$ cat src/rtl/program_loader_if.sv
// Byte-stream receive handshake plus memory write port of the program loader.
// The loader drives the memory side through "master"; the byte source and memory use "slave".
interface program_loader_if #(
  parameter int DATA_WIDTH = 16,
  parameter int ADDR_WIDTH = 8
);
  logic [7:0]            rx_data;
  logic                  rx_valid;
  logic                  rx_ready;
  logic                  mem_write_enable;
  logic [ADDR_WIDTH-1:0] mem_address;
  logic [DATA_WIDTH-1:0] mem_write_data;

  modport master (
    input  rx_data, rx_valid,
    output rx_ready, mem_write_enable, mem_address, mem_write_data
  );

  modport slave (
    output rx_data, rx_valid,
    input  rx_ready, mem_write_enable, mem_address, mem_write_data
  );
endinterface

$ cat src/rtl/program_loader.sv
// Boot loader: length-prefixed little-endian byte stream -> memory words, then checksum.
// The CPU is held in reset until the whole image has arrived with a matching checksum.
module program_loader #(
  parameter int DATA_WIDTH = 16,
  parameter int ADDR_WIDTH = 8
) (
  input  logic                  clock_i,
  input  logic                  reset_i,
  program_loader_if.master      bus_io,
  output logic                  cpu_reset_o,
  output logic                  load_done_o,
  output logic                  load_error_o,
  output logic [ADDR_WIDTH:0]   words_loaded_o
);
  localparam int BPW  = DATA_WIDTH / 8;
  localparam int IDXW = (BPW > 1) ? $clog2(BPW) : 1;
  localparam logic [IDXW-1:0] LAST_IDX  = IDXW'(BPW - 1);
  localparam logic [16:0]     MAX_WORDS = 17'(1) << ADDR_WIDTH;

  localparam logic [2:0] S_LEN_LO = 3'd0;
  localparam logic [2:0] S_LEN_HI = 3'd1;
  localparam logic [2:0] S_DATA   = 3'd2;
  localparam logic [2:0] S_CSUM   = 3'd3;
  localparam logic [2:0] S_DONE   = 3'd4;
  localparam logic [2:0] S_ERROR  = 3'd5;

  logic [2:0]            state_q,  state_d;
  logic [7:0]            len_lo_q, len_lo_d;
  logic [15:0]           len_q,    len_d;
  logic [DATA_WIDTH-1:0] word_q,   word_d;
  logic [IDXW-1:0]       idx_q,    idx_d;
  logic [ADDR_WIDTH:0]   words_q,  words_d;
  logic [7:0]            csum_q,   csum_d;
  logic                  we_q,     we_d;
  logic [ADDR_WIDTH-1:0] addr_q,   addr_d;
  logic [DATA_WIDTH-1:0] wdata_q,  wdata_d;
  logic                  done_q,   done_d;
  logic                  err_q,    err_d;

  logic                  rx_ready;
  logic                  accept;
  logic [DATA_WIDTH-1:0] assembled;
  logic [ADDR_WIDTH:0]   words_next;
  logic [15:0]           len_full;

  assign rx_ready = !reset_i && (state_q == S_LEN_LO || state_q == S_LEN_HI ||
                                 state_q == S_DATA   || state_q == S_CSUM);
  assign accept     = bus_io.rx_valid && rx_ready;
  assign words_next = words_q + 1'b1;
  assign len_full   = {bus_io.rx_data, len_lo_q};

  // New bytes enter at the top, so after BPW shifts the first byte sits in [7:0].
  generate
    if (BPW == 1) begin : g_single_byte
      assign assembled = bus_io.rx_data;
    end else begin : g_multi_byte
      assign assembled = {bus_io.rx_data, word_q[DATA_WIDTH-1:8]};
    end
  endgenerate

  always_comb begin
    state_d  = state_q;
    len_lo_d = len_lo_q;
    len_d    = len_q;
    word_d   = word_q;
    idx_d    = idx_q;
    words_d  = words_q;
    csum_d   = csum_q;
    we_d     = 1'b0;
    addr_d   = addr_q;
    wdata_d  = wdata_q;
    done_d   = done_q;
    err_d    = err_q;
    case (state_q)
      S_LEN_LO: begin
        if (accept) begin
          len_lo_d = bus_io.rx_data;
          state_d  = S_LEN_HI;
        end
      end
      S_LEN_HI: begin
        if (accept) begin
          len_d = len_full;
          if ({1'b0, len_full} > MAX_WORDS) begin
            state_d = S_ERROR;
            err_d   = 1'b1;
          end else if (len_full == 16'd0) begin
            state_d = S_CSUM;
          end else begin
            state_d = S_DATA;
          end
        end
      end
      S_DATA: begin
        if (accept) begin
          csum_d = csum_q + bus_io.rx_data;
          word_d = assembled;
          if (idx_q == LAST_IDX) begin
            idx_d   = '0;
            we_d    = 1'b1;
            wdata_d = assembled;
            addr_d  = words_q[ADDR_WIDTH-1:0];
            words_d = words_next;
            if (17'(words_next) == {1'b0, len_q}) begin
              state_d = S_CSUM;
            end
          end else begin
            idx_d = idx_q + 1'b1;
          end
        end
      end
      S_CSUM: begin
        if (accept) begin
          if (bus_io.rx_data == csum_q) begin
            state_d = S_DONE;
            done_d  = 1'b1;
          end else begin
            state_d = S_ERROR;
            err_d   = 1'b1;
          end
        end
      end
      default: ;
    endcase
  end

  // Reset clears everything except memory, including any write strobe about to be issued.
  always_ff @(posedge clock_i) begin
    if (reset_i) begin
      state_q  <= S_LEN_LO;
      len_lo_q <= '0;
      len_q    <= '0;
      word_q   <= '0;
      idx_q    <= '0;
      words_q  <= '0;
      csum_q   <= '0;
      we_q     <= 1'b0;
      addr_q   <= '0;
      wdata_q  <= '0;
      done_q   <= 1'b0;
      err_q    <= 1'b0;
    end else begin
      state_q  <= state_d;
      len_lo_q <= len_lo_d;
      len_q    <= len_d;
      word_q   <= word_d;
      idx_q    <= idx_d;
      words_q  <= words_d;
      csum_q   <= csum_d;
      we_q     <= we_d;
      addr_q   <= addr_d;
      wdata_q  <= wdata_d;
      done_q   <= done_d;
      err_q    <= err_d;
    end
  end

  assign bus_io.rx_ready         = rx_ready;
  assign bus_io.mem_write_enable = we_q;
  assign bus_io.mem_address      = addr_q;
  assign bus_io.mem_write_data   = wdata_q;
  assign cpu_reset_o             = ~done_q;
  assign load_done_o             = done_q;
  assign load_error_o            = err_q;
  assign words_loaded_o          = words_q;
endmodule
$ cat src/flat_wrapper.sv
// flat-port wrapper written by rule: the top's interface ports become plain ports
module program_loader_flat 
#(
  parameter int DATA_WIDTH = 16,
  parameter int ADDR_WIDTH = 8
)
  (clock_i, reset_i, cpu_reset_o, load_done_o, load_error_o, words_loaded_o, bus_io_rx_data, bus_io_rx_valid, bus_io_rx_ready, bus_io_mem_write_enable, bus_io_mem_address, bus_io_mem_write_data);
  program_loader_if #(.DATA_WIDTH(DATA_WIDTH), .ADDR_WIDTH(ADDR_WIDTH)) bus_io_i ();
  input  logic clock_i;
  input  logic reset_i;
  output logic cpu_reset_o;
  output logic load_done_o;
  output logic load_error_o;
  output logic [ADDR_WIDTH:0] words_loaded_o;
  input wire logic [$bits(bus_io_i.rx_data)-1:0] bus_io_rx_data;
  input wire logic [$bits(bus_io_i.rx_valid)-1:0] bus_io_rx_valid;
  output wire logic [$bits(bus_io_i.rx_ready)-1:0] bus_io_rx_ready;
  output wire logic [$bits(bus_io_i.mem_write_enable)-1:0] bus_io_mem_write_enable;
  output wire logic [$bits(bus_io_i.mem_address)-1:0] bus_io_mem_address;
  output wire logic [$bits(bus_io_i.mem_write_data)-1:0] bus_io_mem_write_data;
  assign bus_io_i.rx_data = bus_io_rx_data;
  assign bus_io_i.rx_valid = bus_io_rx_valid;
  assign bus_io_rx_ready = bus_io_i.rx_ready;
  assign bus_io_mem_write_enable = bus_io_i.mem_write_enable;
  assign bus_io_mem_address = bus_io_i.mem_address;
  assign bus_io_mem_write_data = bus_io_i.mem_write_data;
  program_loader #(.DATA_WIDTH(DATA_WIDTH), .ADDR_WIDTH(ADDR_WIDTH)) u_core (.clock_i(clock_i), .reset_i(reset_i), .bus_io(bus_io_i), .cpu_reset_o(cpu_reset_o), .load_done_o(load_done_o), .load_error_o(load_error_o), .words_loaded_o(words_loaded_o));
endmodule
$ cat config.mk
export PLATFORM = sky130hd
export DESIGN_NAME = program_loader_flat
export DESIGN_NICKNAME = d
export VERILOG_FILES = /design/src/rtl/program_loader_if.sv /design/src/rtl/program_loader.sv /design/src/flat_wrapper.sv
export SDC_FILE = /design/constraint.sdc
export NUM_CORES = 1
export LEC_CHECK = 0
export CORE_ASPECT_RATIO = 0.6
export CORE_MARGIN = 1
export CORE_UTILIZATION = 41
export DETAILED_ROUTE_END_ITERATION = 7
export GPL_TIMING_DRIVEN = 0
export REMOVE_ABC_BUFFERS = 1
export SYNTH_ARGS = -nofsm -noshare
export SYNTH_HDL_FRONTEND = slang
export SYNTH_SLANG_ARGS = --single-unit
$ cat constraint.sdc
create_clock -name clock_i -period 3.1 [get_ports clock_i]
set_input_delay 0.465 -clock clock_i [delete_from_list [all_inputs] [get_ports clock_i]]
set_output_delay 0.465 -clock clock_i [all_outputs]
set_load 0.01 [all_outputs]
==> impl_metrics.ini <==
[sta]
slew_headroom_pct = 25.2
tightest_slew_ns = 1.12
hold_violations = 0
setup_tns_ns = 0
maxSlewViolCount = 0
setup_violations = 0
final.setup_skew_ns = 0.00649
setup_slack_ns = 0.203
period_minus_slack_ns = 2.90
hold_ws_ns = 0.446
rsz0062_at_grt = no
max_freq_ghz = 0.345
finalCritPeriodShare_pct = 93.5

[synth]
synth-seq-cells = 80
synth-seq-area-share_pct = 45.3
synth-edff-count = 0
synth_top_area_share_pct = 45.3
yosys_most_used_dff = dfxtp_1
synth_largest_area_cell = dfxtp_1
synth.area.top_cells = dfxtp_1 45%, nand2_1 8.6%, mux2i_1 6.5%
avgSynthCellArea_um2 = 8.37
synth_area_um2 = 3530
synthCells = 422
synthArstFlopShare_pct = 0
yosysWarnings = 0
yosysUniqueCellTypes = 47

[run]
cap_violations = 0

[route]
first_pass_iters = 4
vias = 2960
drc = 0
wl_um = 8260
wire_per_inst_um = 14.6
first_iter_violations = 186
via_per_inst = 5.23
final_antenna_net_count = 0

[global_routing]
global_route.usage.total_pct = 20.1
grt_pass1_vias = 2706
antenna_found_initial = 0
grt_pass1_wl_um = 13600
grt_max_degree = 87
grt_overflow_total = 0

[floorplan]
io_pins = 49
dieArea_um2 = 9000
num_rows = 25
fp.dieW_um = 122
die_y_um = 73.9
start_util_pct = 43.6
core_area_um2 = 8100

[worst_setup_path]
crit_path_end_kind = register
critical_path_class = in -> reg
cp_data_required_time_ns = 3.29
arrival_ns = 3.09
critPathLaunchType = input pin
cp_max_fo = 31

[place]
gp_congestion = 0.802
dpl.hpwl_um = 5400
place_ws_ns = -0.270
port_buffers = 48

[clock_network]
cts_resized = 0
cts.sinks = 80
cts_buffers = 9
tritoncts = built
cts_root_buffer = clkbuf_16
cts_max_level = 3
clk_latency_ns = 0.34
cts_max_path_buffers = 2
post_cts_buffers = 0
cts_hold_buf = 0
path_clk_slew_ns = 0.06

[power_and_ir_drop]
sw_frac_of_total_pct = 21.4
p_int_w = 0.00178
p_seq_share_pct = 46.2
powerDensity_nw_per_um2 = 521
clock_power_share_pct = 49.0
power_frac_comb_pct = 4.8
vdd.ir_drop.worst_mv = 0.327
p_sw_w = 0.000487
leakage_nw = 1.65

[finish]
mostFrequentLayoutCells = 81 x nand2_1, 80 x dfxtp_1, 47 x clkdlybuf4s50_1
antenna_cells = 0
layout_commonest_cell = nand2_1
layout-drive-gt1-share_pct = 5.02
fin_util_pct = 53.8
nets = 473
area_delta_synth_final_pct = 23.4

[run_status]
status = complete, no violations

[hold_path]
hold_path_class = reg -> reg
[worst max-delay path, cell delays in order]
cell and delay [ns]:
clkdlybuf4s50_1 0.52, nor4bb_4 0.50, buf_6 0.24, nand2_1 0.67, nor3_1 0.48, xnor2_1 0.16
nor2_1 0.05
[kinds of logic after synthesis]
group | Yosys count | share of synthesized area, %
xor gates and xnor gates | 22 | 5.46
adders and majority gates | 9 | 3.40
buffers and inverters | 37 | 4.43
muxes | 24 | 6.84
AOI/OAI and AO/OA | 71 | 11.5
and+or+nand+nor | 179 | 23.0
DFF | 80 | 45.3
[cell type report]
type,count,area [um^2]
clock buffer,10,229
clock inverter,6,83.8
fill,745,3740
inverter,8,30.0
multi-input combinational,305,1790
sequential,80,1600
tap,108,135
timing repair buffer,49,489
[synthesized netlist by cell type, types with 5 or more instances]
master    count
mux2i_1      23
buf_2        11
xnor2_1      15
buf_1         6
nor3_1        5
dfxtp_1      80
or4_1         5
clkbuf_1     11
o21ai_0       6
nand4_1       5
nor2_1       46
a21oi_1      45
inv_1         8
xor2_1        7
ha_1          8
nand2_1      81
nor2b_1       7
nand3_1      10
[stage by stage]
| step | power, W | instance area [um^2] | instances |
|---|---|---|---|
| after global routing | 0.00235 | 4360 | 566 |
| after global placement | 0.00118 | 4020 | 549 |
| final | 0.00227 | 4360 | 566 |
| after detailed placement | 0.00118 | 4050 | 550 |
| after CTS | 0.00230 | 4360 | 566 |
| after floorplan | 0.00112 | 3410 | 393 |
[path summary, 6_finish.rpt]
path | from | end | slack, ns | cells after the start
max | bus_io_rx_valid | u_core.words_loaded_o[7]$_SDFFE_PP0P_ | 0.20 | 7
min | u_core.load_error_o$_SDFFE_PP0P_ | u_core.load_error_o$_SDFFE_PP0P_ | 0.45 | 2
max reg2reg | u_core.state_q[0]$_SDFFE_PP0P_ | u_core.words_loaded_o[7]$_SDFFE_PP0P_ | 0.46 | 6
min reg2reg | u_core.load_error_o$_SDFFE_PP0P_ | u_core.load_error_o$_SDFFE_PP0P_ | 0.45 | 2
[state kept, by name (all words and copies together), names as in the netlist]
signal                          flops
u_core.state_q                      3
u_core.len_lo_q                     8
u_core.load_error_o                 1
u_core.csum_q                       8
u_core.len_q                       16
u_core.idx_q                        1
u_core.words_loaded_o               9
u_core.bus_io.mem_write_data       16
u_core.bus_io.mem_write_enable      1
u_core.bus_io.mem_address           8
u_core.load_done_o                  1
u_core.word_q                       8
[layer usage]
metal	GRT usage (%)	up-vias	wire length [um]
met3	6.83	6	505
met1	29.1	1380	4400
met2	27.6	76	3290
met5	0	-	0
li1	-	1498	-
met4	6.17	0	67
[power groups by stage]
stage / Clock (W) / Combinational [W] / Sequential [W]
CTS: 0.00114 / 0.000109 / 0.00105
global route: 0.00118 / 0.000119 / 0.00105
floorplan: 0 / 0.0000517 / 0.00107
detailed placement: 0 / 0.000108 / 0.00107
global placement: 0 / 0.000107 / 0.00107
finish: 0.00111 / 0.000109 / 0.00105
No activity file was read; power rests on OpenSTA's default activity.
